**config.mk**
```make
export PLATFORM = sky130hd
export DESIGN_NAME = spi_host_initiator
export DESIGN_NICKNAME = d
export VERILOG_FILES = /design/src/rtl/spi_host_initiator.sv
export SDC_FILE = /design/constraint.sdc
export NUM_CORES = 1
export LEC_CHECK = 0
export CORE_MARGIN = 2
export CORE_UTILIZATION = 64
export DETAILED_ROUTE_END_ITERATION = 8
export GPL_ROUTABILITY_DRIVEN = 0
export PLACE_DENSITY = 0.89
export SETUP_SLACK_MARGIN = 0.05
export SLEW_MARGIN = 20
export SYNTH_ARGS = -nofsm -noshare
export SYNTH_HDL_FRONTEND = slang
export SYNTH_SLANG_ARGS = --single-unit
```
**constraint.sdc**
```tcl
create_clock -name hb_clk -period 9.75 [get_ports hb_clk]
set_clock_uncertainty 0.1 [all_clocks]
set_input_delay 2.4375 -clock hb_clk [delete_from_list [all_inputs] [get_ports hb_clk]]
set_output_delay 2.4375 -clock hb_clk [all_outputs]
set_load 0.05 [all_outputs]
```
**src/rtl/spi_host_initiator.sv**
```systemverilog
// rtl/spi_host_initiator.sv - host-side SPI master: status byte plus 16-bit word frames
module spi_host_initiator #(
    parameter int CLK_DIV = 4,
    parameter int NW_BITS = 10,
    parameter int CS_GAP  = 8
) (
    input  logic               hb_clk,
    input  logic               ha_rst,
    input  logic               start,
    input  logic               mode,
    input  logic [NW_BITS-1:0] nwords,
    input  logic [15:0]        tx_data,
    output logic               tx_rd,
    output logic [15:0]        rx_data,
    output logic               rx_valid,
    output logic [7:0]         status,
    output logic               nak,
    output logic               ovfl,
    output logic               busy,
    output logic               done,
    output logic               spi_sclk,
    output logic [1:0]         spi_cs,
    output logic               spi_mosi,
    input  logic               spi_miso
);

    // Bit counter is wide enough that 32 + 16*max_nwords never wraps.
    localparam int BC_W  = 16 + NW_BITS + 1;
    localparam int CNT_W = 16;

    typedef enum logic [2:0] {
        ST_IDLE,
        ST_SETUP,
        ST_SHIFT,
        ST_HOLD,
        ST_GAP
    } state_t;

    state_t            state_q, state_d;
    logic [CNT_W-1:0]  cnt_q, cnt_d;
    logic              phase_q, phase_d;
    logic [BC_W-1:0]   bit_q, bit_d;
    logic [BC_W-1:0]   last_q, last_d;
    logic [BC_W-1:0]   txend_q, txend_d;
    logic              ld_q, ld_d;
    logic [14:0]       sh_q, sh_d;
    logic [15:0]       nxt_q, nxt_d;
    logic [14:0]       rxsh_q, rxsh_d;
    logic              tx_rd_q, tx_rd_d;
    logic [15:0]       rx_data_q, rx_data_d;
    logic              rx_valid_q, rx_valid_d;
    logic [7:0]        status_q, status_d;
    logic              busy_q, busy_d;
    logic              done_q, done_d;
    logic              sclk_q, sclk_d;
    logic [1:0]        cs_q, cs_d;
    logic              mosi_q, mosi_d;

    logic              div_end;
    logic [BC_W-1:0]   bit_nx;

    assign div_end = (cnt_q == CNT_W'(CLK_DIV - 1));
    assign bit_nx  = bit_q + BC_W'(1);

    // Next-state and output decode; every output leaves through a flop.
    always_comb begin
        state_d    = state_q;
        cnt_d      = cnt_q;
        phase_d    = phase_q;
        bit_d      = bit_q;
        last_d     = last_q;
        txend_d    = txend_q;
        ld_d       = tx_rd_q;
        sh_d       = sh_q;
        nxt_d      = nxt_q;
        rxsh_d     = rxsh_q;
        tx_rd_d    = 1'b0;
        rx_data_d  = rx_data_q;
        rx_valid_d = 1'b0;
        status_d   = status_q;
        busy_d     = busy_q;
        done_d     = 1'b0;
        sclk_d     = sclk_q;
        cs_d       = cs_q;
        mosi_d     = mosi_q;

        // tx_data is valid the cycle after a tx_rd pulse
        if (ld_q) begin
            nxt_d = tx_data;
        end

        case (state_q)
            ST_IDLE: begin
                if (start) begin
                    cs_d    = mode ? 2'b11 : 2'b01;
                    busy_d  = 1'b1;
                    txend_d = BC_W'({nwords, 4'b0000});
                    last_d  = BC_W'({nwords, 4'b0000}) + BC_W'(31);
                    tx_rd_d = (nwords != '0);
                    cnt_d   = '0;
                    bit_d   = '0;
                    phase_d = 1'b0;
                    sclk_d  = 1'b0;
                    mosi_d  = 1'b0;
                    state_d = ST_SETUP;
                end
            end

            ST_SETUP: begin
                // word 0 arrives during setup and goes straight onto MOSI
                if (ld_q) begin
                    sh_d   = tx_data[14:0];
                    mosi_d = tx_data[15];
                end
                if (div_end) begin
                    cnt_d   = '0;
                    state_d = ST_SHIFT;
                end else begin
                    cnt_d = cnt_q + CNT_W'(1);
                end
            end

            ST_SHIFT: begin
                if (!phase_q) begin
                    if (div_end) begin
                        sclk_d  = 1'b1;
                        phase_d = 1'b1;
                        cnt_d   = '0;
                    end else begin
                        cnt_d = cnt_q + CNT_W'(1);
                    end
                end else if (!div_end) begin
                    cnt_d = cnt_q + CNT_W'(1);
                end else begin
                    // last high cycle: sample MISO, drop sclk, advance MOSI
                    rxsh_d = {rxsh_q[13:0], spi_miso};
                    if (bit_q == BC_W'(7)) begin
                        status_d = {rxsh_q[6:0], spi_miso};
                    end
                    if (bit_q >= BC_W'(32) && bit_q[3:0] == 4'hF) begin
                        rx_data_d  = {rxsh_q[14:0], spi_miso};
                        rx_valid_d = 1'b1;
                    end
                    sclk_d  = 1'b0;
                    phase_d = 1'b0;
                    cnt_d   = '0;
                    if (bit_q == last_q) begin
                        mosi_d  = 1'b0;
                        state_d = ST_HOLD;
                    end else begin
                        bit_d = bit_nx;
                        if (bit_nx < txend_q) begin
                            if (bit_nx[3:0] == 4'h0) begin
                                sh_d   = nxt_q[14:0];
                                mosi_d = nxt_q[15];
                            end else begin
                                sh_d   = {sh_q[13:0], 1'b0};
                                mosi_d = sh_q[14];
                            end
                        end else begin
                            mosi_d = 1'b0;
                        end
                        // entering a word's last bit with another word to follow
                        if (bit_nx[3:0] == 4'hF && (bit_nx + BC_W'(1)) < txend_q) begin
                            tx_rd_d = 1'b1;
                        end
                    end
                end
            end

            ST_HOLD: begin
                if (div_end) begin
                    cs_d    = 2'b00;
                    cnt_d   = '0;
                    state_d = ST_GAP;
                end else begin
                    cnt_d = cnt_q + CNT_W'(1);
                end
            end

            ST_GAP: begin
                if (cnt_q == CNT_W'(CS_GAP - 1)) begin
                    cnt_d   = '0;
                    busy_d  = 1'b0;
                    done_d  = 1'b1;
                    state_d = ST_IDLE;
                end else begin
                    cnt_d = cnt_q + CNT_W'(1);
                end
            end

            default: begin
                state_d = ST_IDLE;
            end
        endcase
    end

    // State and output registers; reset drops the frame immediately with no done.
    always_ff @(posedge hb_clk or posedge ha_rst) begin
        if (ha_rst) begin
            state_q    <= ST_IDLE;
            cnt_q      <= '0;
            phase_q    <= 1'b0;
            bit_q      <= '0;
            last_q     <= '0;
            txend_q    <= '0;
            ld_q       <= 1'b0;
            sh_q       <= '0;
            nxt_q      <= '0;
            rxsh_q     <= '0;
            tx_rd_q    <= 1'b0;
            rx_data_q  <= '0;
            rx_valid_q <= 1'b0;
            status_q   <= '0;
            busy_q     <= 1'b0;
            done_q     <= 1'b0;
            sclk_q     <= 1'b0;
            cs_q       <= 2'b00;
            mosi_q     <= 1'b0;
        end else begin
            state_q    <= state_d;
            cnt_q      <= cnt_d;
            phase_q    <= phase_d;
            bit_q      <= bit_d;
            last_q     <= last_d;
            txend_q    <= txend_d;
            ld_q       <= ld_d;
            sh_q       <= sh_d;
            nxt_q      <= nxt_d;
            rxsh_q     <= rxsh_d;
            tx_rd_q    <= tx_rd_d;
            rx_data_q  <= rx_data_d;
            rx_valid_q <= rx_valid_d;
            status_q   <= status_d;
            busy_q     <= busy_d;
            done_q     <= done_d;
            sclk_q     <= sclk_d;
            cs_q       <= cs_d;
            mosi_q     <= mosi_d;
        end
    end

    assign tx_rd    = tx_rd_q;
    assign rx_data  = rx_data_q;
    assign rx_valid = rx_valid_q;
    assign status   = status_q;
    assign nak      = status_q[4];
    assign ovfl     = status_q[3];
    assign busy     = busy_q;
    assign done     = done_q;
    assign spi_sclk = sclk_q;
    assign spi_cs   = cs_q;
    assign spi_mosi = mosi_q;

endmodule

```
==> results of run 1 <==
-- sequential cells by signal (all words and copies together), names as in the netlist --
register	flops
cnt_q	16
state_q	3
tx_rd	1
rxsh_q	15
spi_mosi	1
rx_data	16
spi_cs	2
status	8
rx_valid	1
txend_q	10
last_q	12
done	1
spi_sclk	1
bit_q	27
phase_q	1
busy	1
ld_q	1
nxt_q	16
sh_q	15
-- tightest hold or removal path, cell delays in order (launching register included) --
cell     delay [ps]
dfrtp_1         360
nand2_1          50
o21ai_0          60
-- synth_stat cells (all sizes together) (4+ instances only) --
| cell type | number | area [um2] |
|---|---|---|
| a211oi | 5 | 47.5 |
| a21oi | 22 | 110 |
| a22oi | 4 | 30.0 |
| and2 | 8 | 50.1 |
| and3 | 17 | 106 |
| and4 | 7 | 61.3 |
| buf | 27 | 170 |
| clkbuf | 27 | 101 |
| dfrtp | 148 | 3700 |
| ha | 25 | 313 |
| inv | 32 | 120 |
| mux2 | 74 | 871 |
| mux2i | 17 | 170 |
| nand2 | 113 | 434 |
| nand2b | 4 | 25.0 |
| nand3 | 29 | 163 |
| nand3b | 4 | 42.5 |
| nand4 | 20 | 131 |
| nand4b | 7 | 61.3 |
| nor2 | 56 | 210 |
| nor2b | 6 | 37.5 |
| nor3 | 14 | 85.1 |
| nor4 | 19 | 153 |
| o21ai | 96 | 507 |
| o31ai | 8 | 65.1 |
| or4 | 4 | 37.5 |
| xnor2 | 28 | 245 |
| xor2 | 34 | 298 |
-- report_power, final --
part           switching (uW)  total [uW]  leakage (uW)  internal [uW]
clock                     274         637      0.000277            362
combinational            33.9        61.8       0.00225           27.9
sequential               6.04         631       0.00190            625
-- logic make-up after synthesis --
family,Yosys count
flip-flops,148
XOR/XNOR,62
multiplexers,91
buffers and inverters,86
AND/OR/NAND/NOR,316
adder cells (fa/ha/maj),25
AO/OA/AOI/OAI,171
-- worst min path at each step --
stage | startpoint | end | slack (ps) | cells past startpoint
after global routing | tx_rd | ld_q | 390 | 0
after detailed placement | tx_rd | ld_q | 380 | 0
after global placement | tx_rd | ld_q | 380 | 0
final | last_q[11] | last_q[11] | 400 | 2
after CTS | tx_rd | ld_q | 390 | 0
after floorplan | last_q[3] | last_q[3] | 350 | 1
-- per-stage QoR --
stage          setup WS [ps]  total power [uW]  instances  hold slack, ps   util
4_1_cts                 5140              1330       1121             391  0.746
3_5_place_dp            4940               704       1089             384  0.703
6_report                5020              1330       1121             398  0.746
3_3_place_gp            5070               701       1089             383  0.703
5_1_grt                 4720              1370       1121             385  0.746
2_1_floorplan           3230               676        899             354      -
-- layout make-up --
class,instances,area (um2),share of cell area
Clock inverter,12,120,0.0121
Timing Repair Buffer,68,671,0.0676
Tap cell,176,220,0.0222
Inverter,32,125,0.0126
Multi-Input combinational cell,665,4630,0.467
Clock buffer,20,447,0.0451
Sequential cell,148,3700,0.374
-- layer usage --
metal  GRT usage  up-vias  part of all wire
li1            -     3243                 -
met1       0.408     3429              0.42
met2       0.498      322              0.48
met3      0.0618       73             0.068
met4       0.115        0             0.030
met5           0        -                 0
-- cell usage in the layout, fill, tap and decap left out, types with 8 or more instances in the layout --
cell type          n
a21oi_1           22
and2_1             8
and3_1            17
clkbuf_16         17
clkdlybuf4s50_1   64
dfrtp_1          148
ha_1              25
inv_1             31
mux2_2            64
mux2_4            10
mux2i_1           17
nand2_1          111
nand3_1           27
nand4_1           19
nor2_1            56
nor3_1            11
nor4_1            15
o21ai_0           92
xnor2_1           28
xor2_1            34
==> results.py, run 1 <==
metrics = {
    "run_status": {
        "outcome": "completed",
    },
    "cells_and_area": {
        "nNetsFinal": 988,
        "fill_cells": 854,
        "area_growth_pct": 13.7,
        "insertedDiodeCount": 0,
        "finalInstanceArea_mm2": 0.00991,
        "drive_above_1_share": 0.145,
    },
    "logic_synthesis": {
        "synth_compound_gate_area_share": 0.121,
        "synth-seq-area-share": 0.425,
        "synthesis.area_mm2": 0.00872,
        "synthMuxAreaShare": 0.119,
        "synth_xor_area_frac": 0.0623,
        "synthAdderAreaFrac": 0.0359,
        "synthDistinctLibCells": 70,
        "postSynthCellCount": 899,
        "syn-num-nets": 955,
        "ys_warn_count": 0,
        "synthArstFlopShare": 1.00,
        "avgSynthCellArea_um2": 9.70,
        "ys.flop_type": "dfrtp_1",
        "synth_edf_count": 0,
        "synth_top_family_by_area": "simple AND/OR/NAND/NOR gates",
        "yosys.area_share.simple": 0.191,
        "synth-seq-cells": 148,
    },
    "clock_network": {
        "clk_latency_ps": 430,
        "root_buffer": "clkbuf_16",
        "clock_path_buffers": 2,
        "cts-hold-fix-buffers": 0,
        "numCtsBuffers": 17,
        "cts_sinks": 148,
        "cts_tree": "done",
        "post_cts_buffers": 0,
        "cts-resized-gates": 0,
        "clk_pin_slew_ps": 70,
        "htreeDepth": 4,
    },
    "grt": {
        "grt_pass1_vias": 6966,
        "grtUsageTotal": 0.306,
        "grt_max_degree": 93,
        "grt_pass1_wl_um": 35300,
        "antenna_found_initial": 0,
        "grt_overflow": 0,
    },
    "sta": {
        "rsz0062_at_grt": "false",
        "post-route-min-period_ps": 4730,
        "slew_violations": 0,
        "fmax_mhz": 212,
        "slew_headroom": 0.253,
        "hold_violations": 0,
        "setup_violations": 0,
        "worst_pin_slew_ps": 1120,
        "period_share": 0.485,
        "fin_setup_tns_ps": 0,
    },
    "die": {
        "start_util": 0.656,
        "die_h_um": 121,
        "fp-row-count": 42,
        "design.core.area_mm2": 0.0133,
        "die-area_mm2": 0.0146,
        "num_io_pins": 65,
        "fp.dieW_um": 121,
    },
    "drt": {
        "firstDrtPassIters": 6,
        "dr_total_vias": 7067,
        "viasPerCell": 6.30,
        "wl_per_cell_um": 18.9,
        "drt.antenna.violating_nets": 0,
        "initialDrtViolationCount": 831,
        "drc_errors": 0,
        "wirelength_um": 21200,
    },
    "placed_design": {
        "hpwlAfterDp_um": 13800,
        "placed_area_mm2": 0.00935,
        "port_buffers": 64,
    },
    "worst_setup_path": {
        "crit_buf_inv": 0,
        "crit_end": "tx_rd",
        "critPathArrivalTime_ps": 4960,
        "cp-end-kind": "register",
        "critPathSlowestCell": "dfrtp_1",
        "r2r_end": "tx_rd",
        "crit_family": "compound AO/OA/AOI/OAI gates",
        "path_depth": 16,
        "path_cells": "ha_1 -> nand4_1 -> o32ai_1 -> o21ai_0 -> a211oi_2 -> nand2_1 -> xnor2_1 -> ha_1 -> o21a_1 -> o21ai_0 -> nor2_1 -> a21oi_1 -> nand2_1 -> nor4_1 -> o2111ai_1 -> o31ai_2",
        "path_max_fanout": 15,
        "required_ps": 9990,
        "rr_startpoint": "bit_q[0]",
        "startpoint": "bit_q[0]",
        "regToRegSetupSlack_ps": 5020,
        "start_kind": "register",
        "r2r_cells": 16,
        "cpPeakStageDelay_ps": 550,
        "crit_type": "register to register",
    },
    "run": {
        "maxCapViolations": 0,
    },
    "hold_path": {
        "holdCritPathClass": "register to register",
    },
    "power_and_ir_drop": {
        "vdd_ir_drop_max_v": 0.000142,
        "cellPowerDensity_mw_per_mm2": 134,
        "p_leak_uw": 0.00443,
    },
}
No activity file was read; power rests on OpenSTA's default activity.
==> run 2: changes to the inputs <==
--- a/config.mk
+++ b/config.mk
@@ -6,10 +6,10 @@
 export NUM_CORES = 1
 export LEC_CHECK = 0
 export CORE_MARGIN = 2
-export CORE_UTILIZATION = 64
+export CORE_UTILIZATION = 59
 export DETAILED_ROUTE_END_ITERATION = 8
 export GPL_ROUTABILITY_DRIVEN = 0
-export PLACE_DENSITY = 0.89
+export PLACE_DENSITY = 0.83
 export SETUP_SLACK_MARGIN = 0.05
 export SLEW_MARGIN = 20
 export SYNTH_ARGS = -nofsm -noshare
==> constraint.sdc (replaced) <==
create_clock -name hb_clk -period 4.4 [get_ports hb_clk]
set_clock_uncertainty 0.1 [all_clocks]
set_input_delay 1.1 -clock hb_clk [delete_from_list [all_inputs] [get_ports hb_clk]]
set_output_delay 1.1 -clock hb_clk [all_outputs]
set_load 0.05 [all_outputs]
==> run 2 against run 1 <==
Global-route usage is 3.5 points lower; flip-flop and latch count stayed put; critical path depth stayed put; worst hold slack worse by 36 ps; critical endpoint unchanged; cell count is 2.3% higher; via count is 0.33% higher; power is 130% higher; largest power group unchanged; first-iteration DRC count is 0.36% higher; non-clock buffer count is 18 higher; clock-buffer cell count is 3 lower; sequential share of layout area is 0.80 points lower.
==> results.py, run 2 (synthesis gave the netlist of run 1 again) <==
metrics = {
    "run_status": {
        "outcome": "completed",
    },
    "sta": {
        "fmax_mhz": 245,
        "rsz0062_at_grt": "false",
        "post-route-min-period_ps": 4080,
        "worst_pin_slew_ps": 1080,
        "hold_violations": 0,
        "period_share": 0.927,
        "whs_ps": 362,
        "setup_violations": 0,
        "slew_headroom": 0.277,
        "fin_setup_tns_ps": 0,
        "slew_violations": 0,
    },
    "run": {
        "maxCapViolations": 0,
    },
    "power_and_ir_drop": {
        "p_leak_uw": 0.00453,
        "cellPowerDensity_mw_per_mm2": 299,
        "vdd_ir_drop_max_v": 0.000266,
    },
    "worst_setup_path": {
        "cpPeakStageDelay_ps": 550,
        "required_ps": 4630,
        "crit_type": "register to register",
        "critPathSlowestCell": "dfrtp_1",
        "path_max_fanout": 15,
        "path_cells": "ha_4 -> nand4_1 -> o32ai_1 -> o21ai_0 -> a211oi_2 -> nand2_1 -> xnor2_1 -> ha_1 -> o21a_1 -> o21ai_0 -> nor2_1 -> a21oi_1 -> nand2_1 -> nor4_1 -> o2111ai_1 -> o31ai_2",
        "cp-end-kind": "register",
        "start_kind": "register",
        "critPathArrivalTime_ps": 4310,
    },
    "placed_design": {
        "placed_area_mm2": 0.00952,
        "hpwlAfterDp_um": 14400,
        "dp_cells": 1115,
        "port_buffers": 64,
    },
    "drt": {
        "drt.antenna.violating_nets": 0,
        "viasPerCell": 6.18,
        "dr_total_vias": 7090,
        "wl_per_cell_um": 18.3,
        "wirelength_um": 21000,
        "firstDrtPassIters": 6,
        "initialDrtViolationCount": 834,
        "drc_errors": 0,
    },
    "clock_network": {
        "root_buffer": "clkbuf_16",
        "clock_path_buffers": 2,
        "post_cts_buffers": 0,
        "numCtsBuffers": 17,
        "cts_sinks": 148,
        "cts_tree": "done",
        "clk_pin_slew_ps": 60,
        "htreeDepth": 4,
        "clk_latency_ps": 420,
    },
    "cells_and_area": {
        "fin_util": 0.700,
        "insertedDiodeCount": 0,
        "layout.cells.non_filler": 1147,
        "drive_above_1_share": 0.164,
        "top_register": "bit_q",
        "area_growth_pct": 16.2,
        "final_cell_mix": "148 x dfrtp_1, 111 x nand2_1, 92 x o21ai_0",
        "nNetsFinal": 1006,
        "largest_reg_flops": 27,
        "finalInstanceArea_mm2": 0.0101,
        "final_common_cell": "dfrtp_1",
    },
    "die": {
        "design.core.area_mm2": 0.0145,
        "die-area_mm2": 0.0158,
        "start_util": 0.602,
        "fp.dieW_um": 126,
        "num_io_pins": 65,
        "die_h_um": 126,
        "fp-row-count": 44,
    },
    "grt": {
        "antenna_found_initial": 0,
        "grt_overflow": 0,
        "grt_pass1_vias": 6760,
        "grtUsageTotal": 0.271,
        "grt_max_degree": 65,
        "grt_pass1_wl_um": 34600,
    },
    "hold_path": {
        "holdCritPathClass": "register to register",
    },
}
==> run 2: cell types whose count changed in the layout (fill, tap and decap cells not counted) <==
cell	previous run	this run
buf_4	4	20
clkinv_4	4	0
clkinvlp_4	1	5
buf_12	0	2
bufinv_16	1	3
clkbuf_1	2	0
clkinv_2	2	4
clkbuf_8	1	0
ha_1	25	24
ha_4	0	1
inv_6	4	3
==> run 2: per-stage QoR <==
stage          setup WS (ps)  total power, uW
2_1_floorplan            760             1500
3_3_place_gp             465             1560
3_5_place_dp             214             1570
4_1_cts                  155             3040
5_1_grt                 63.4             3120
6_report                 320             3030
==> run 2: worst paths after layout <==
| check | slack [ps] | start | depth (start not counted) | to |
|---|---|---|---|---|
| min reg2reg | 360 | tx_rd | 0 | ld_q |
| max reg2reg | 320 | bit_q[1] | 16 | tx_rd |
| min in group asynchronous | 1110 | ha_rst | 2 | rx_data[14] |
| min | 360 | tx_rd | 0 | ld_q |
| max | 320 | bit_q[1] | 16 | tx_rd |
| max in group asynchronous | 2300 | ha_rst | 3 | bit_q[25] |
==> run 2: where the power goes <==
group,internal (uW),total [uW],switching [uW]
logic,65.0,141,75.9
registers,1390,1400,14.0
clock network,896,1490,594
total,2350,3030,683
==> run 2: metal layers <==
layer,wire [um],track usage,part of all wire
met5,0,0,0
met4,467,0.0915,0.022
met3,1550,0.0612,0.074
met2,10000,0.426,0.48
met1,9020,0.375,0.43
==> run 2: final cells by class <==
| type | instances | area [um2] |
|---|---|---|
| well taps | 184 | 230 |
| flip-flops and latches | 148 | 3700 |
| clock inverters | 15 | 178 |
| inverters | 32 | 124 |
| clock buffers | 17 | 425 |
| multi-input cells | 665 | 4640 |
| fillers | 1051 | 4350 |
| repair buffers | 86 | 831 |
==> run 2: repair_timing <==
action                     in CTS  in global routing
gates resized for setup         0                  2
setup endpoints to repair       0                 16
hold buffers                    0                  0
==> run 2: critical path, delay by kind of cell, from the launching register on <==
family	cells	cell delay [ps]
AOI/OAI and AO/OA	8	1980
xor gates and xnor gates	1	180
adders and majority gates	2	550
DFF	1	550
and+or+nand+nor	5	620
==> run 3: changes to the inputs <==
--- a/config.mk
+++ b/config.mk
@@ -6,10 +6,12 @@
 export NUM_CORES = 1
 export LEC_CHECK = 0
 export CORE_MARGIN = 2
-export CORE_UTILIZATION = 59
+export CORE_UTILIZATION = 64
 export DETAILED_ROUTE_END_ITERATION = 8
+export DONT_BUFFER_PORTS = 1
 export GPL_ROUTABILITY_DRIVEN = 0
 export PLACE_DENSITY = 0.83
+export REMOVE_ABC_BUFFERS = 1
 export SETUP_SLACK_MARGIN = 0.05
 export SLEW_MARGIN = 20
 export SYNTH_ARGS = -nofsm -noshare
==> run 3 against run 2 <==
Core utilization increased by 1.3 points; cell area decreased by 6.5%; die area is 7.6% lower; sequential share of layout area grew 2.5 points; via count shrank 3.6%; setup slack gained 190 ps; critical path depth grew 1; maximum frequency is 4.9% higher; sequential power barely moved; cell count decreased by 6.5%; critical path type unchanged; critical endpoint unchanged; largest power group unchanged; highest routed layer unchanged.
==> results.py, run 3 (synthesis gave the netlist of run 1 again) <==
metrics = {
    "sta": {
        "post-route-min-period_ps": 3890,
        "slew_violations": 0,
        "slew_headroom": 0.269,
        "fmax_mhz": 257,
        "worst_pin_slew_ps": 1090,
        "rsz0062_at_grt": "false",
        "hold_violations": 0,
        "worst_slack_ps": 510,
        "setup_violations": 0,
        "period_share": 0.884,
    },
    "grt": {
        "grt_pass1_vias": 6450,
        "grt_overflow": 0,
        "antenna_found_initial": 0,
        "grt_max_degree": 93,
        "grt_pass1_wl_um": 33100,
        "grtUsageTotal": 0.290,
    },
    "run_status": {
        "outcome": "completed",
    },
    "worst_setup_path": {
        "path_max_fanout": 11,
        "start_kind": "register",
        "crit_type": "register to register",
        "critPathSlowestCell": "dfrtp_1",
        "cpPeakStageDelay_ps": 360,
        "critPathArrivalTime_ps": 4130,
        "cp-end-kind": "register",
        "crit_family": "compound AO/OA/AOI/OAI gates",
        "crit_buf_inv": 2,
        "required_ps": 4640,
        "path_cells": "buf_4 -> inv_1 -> ha_1 -> nor4b_2 -> o21ai_0 -> a211oi_2 -> nand2_1 -> xnor2_1 -> ha_1 -> o21a_1 -> o21ai_0 -> nor2_1 -> a21oi_1 -> nand2_1 -> nor4_1 -> o2111ai_1 -> o31ai_2",
    },
    "power_and_ir_drop": {
        "p_leak_uw": 0.00431,
        "finalPower_uw": 3080,
        "cellPowerDensity_mw_per_mm2": 325,
        "vdd_ir_drop_max_v": 0.000318,
    },
    "die": {
        "die-area_mm2": 0.0146,
        "fp-row-count": 42,
        "design.core.area_mm2": 0.0133,
        "start_util": 0.656,
        "num_io_pins": 65,
        "fp.dieW_um": 121,
        "die_h_um": 121,
    },
    "clock_network": {
        "htreeDepth": 4,
        "clk_pin_slew_ps": 60,
        "cts_sinks": 148,
        "root_buffer": "clkbuf_16",
        "numCtsBuffers": 17,
        "clock_path_buffers": 2,
        "clk_latency_ps": 430,
        "post_cts_buffers": 0,
        "cts_tree": "done",
    },
    "placed_design": {
        "hpwlAfterDp_um": 14000,
        "port_buffers": 0,
        "place_ws_ps": 380,
    },
    "drt": {
        "dr_total_vias": 6834,
        "drt.antenna.violating_nets": 0,
        "wl_per_cell_um": 18.9,
        "wirelength_um": 20300,
        "viasPerCell": 6.37,
        "drc_errors": 0,
        "firstDrtPassIters": 5,
        "initialDrtViolationCount": 723,
    },
    "cells_and_area": {
        "drive_above_1_share": 0.175,
        "final_cell_mix": "147 x dfrtp_1, 111 x nand2_1, 92 x o21ai_0",
        "final_common_cell": "dfrtp_1",
        "largest_reg_flops": 27,
        "fin_util": 0.713,
        "multi_input_comb_area_mm2": 0.00464,
        "fill_cells": 945,
        "insertedDiodeCount": 0,
        "seq_area_mm2": 0.00370,
        "nNetsFinal": 940,
        "area_growth_pct": 8.73,
        "top_register": "bit_q",
    },
    "hold_path": {
        "holdCritPathClass": "register to register",
    },
    "run": {
        "maxCapViolations": 0,
    },
}
-- run 3: cell count changes in the layout (fill, tap and decap cells not counted), sizes merged --
| cell | before | now |
|---|---|---|
| buf | 22 | 20 |
| clkbuf | 17 | 19 |
| clkinvlp | 5 | 1 |
| bufinv | 3 | 4 |
| inv | 35 | 36 |
| clkdlybuf4s50 | 64 | 0 |
-- run 3: cell type report --
cell class | instances | share of cell area
clock buffer | 19 | 0.0467
clock inverter | 13 | 0.0207
inverter | 32 | 0.0132
multi-input combinational | 665 | 0.489
sequential | 148 | 0.391
tap | 176 | 0.0232
timing repair buffer | 20 | 0.0158
-- run 3: timing repair --
item,in CTS,in global routing
endpoints found under the setup margin,0,16
resized for setup,0,3
hold buffers,0,0
-- run 3: worst paths after layout --
path | from | endpoint | slack (ps) | cells after the start
hold / removal | nxt_q[7] | nxt_q[7] | 410 | 1
setup / recovery | bit_q[0] | tx_rd | 510 | 17
hold reg to reg | nxt_q[7] | nxt_q[7] | 410 | 1
min in group asynchronous | ha_rst | nxt_q[5] | 580 | 1
max in group asynchronous | ha_rst | bit_q[3] | 2680 | 2
setup reg to reg | bit_q[0] | tx_rd | 510 | 17
-- run 3: metal layers --
layer | share of wire | GRT usage | up-vias
li1 | - | - | 3161
met4 | 0.019 | 0.0938 | 0
met3 | 0.070 | 0.0656 | 36
met5 | 0 | 0 | -
met2 | 0.47 | 0.449 | 267
met1 | 0.44 | 0.406 | 3370
-- run 3: report_power, final --
group | total (uW) | switching [uW] | internal, uW
clock network | 1580 | 605 | 975
registers | 1400 | 18.6 | 1390
logic | 94.7 | 57.5 | 37.2
-- run 3: per-stage QoR --
step | TNS (ps) | hold slack, ps | area [um2] | instances
final | 0 | 411 | 9480 | 1073
after global routing | 0 | 419 | 9480 | 1073
after CTS | 0 | 408 | 9470 | 1073
after detailed placement | 0 | 391 | 8830 | 1041
after global placement | 0 | 384 | 8830 | 1041
after floorplan | -115390 | 354 | 8450 | 845
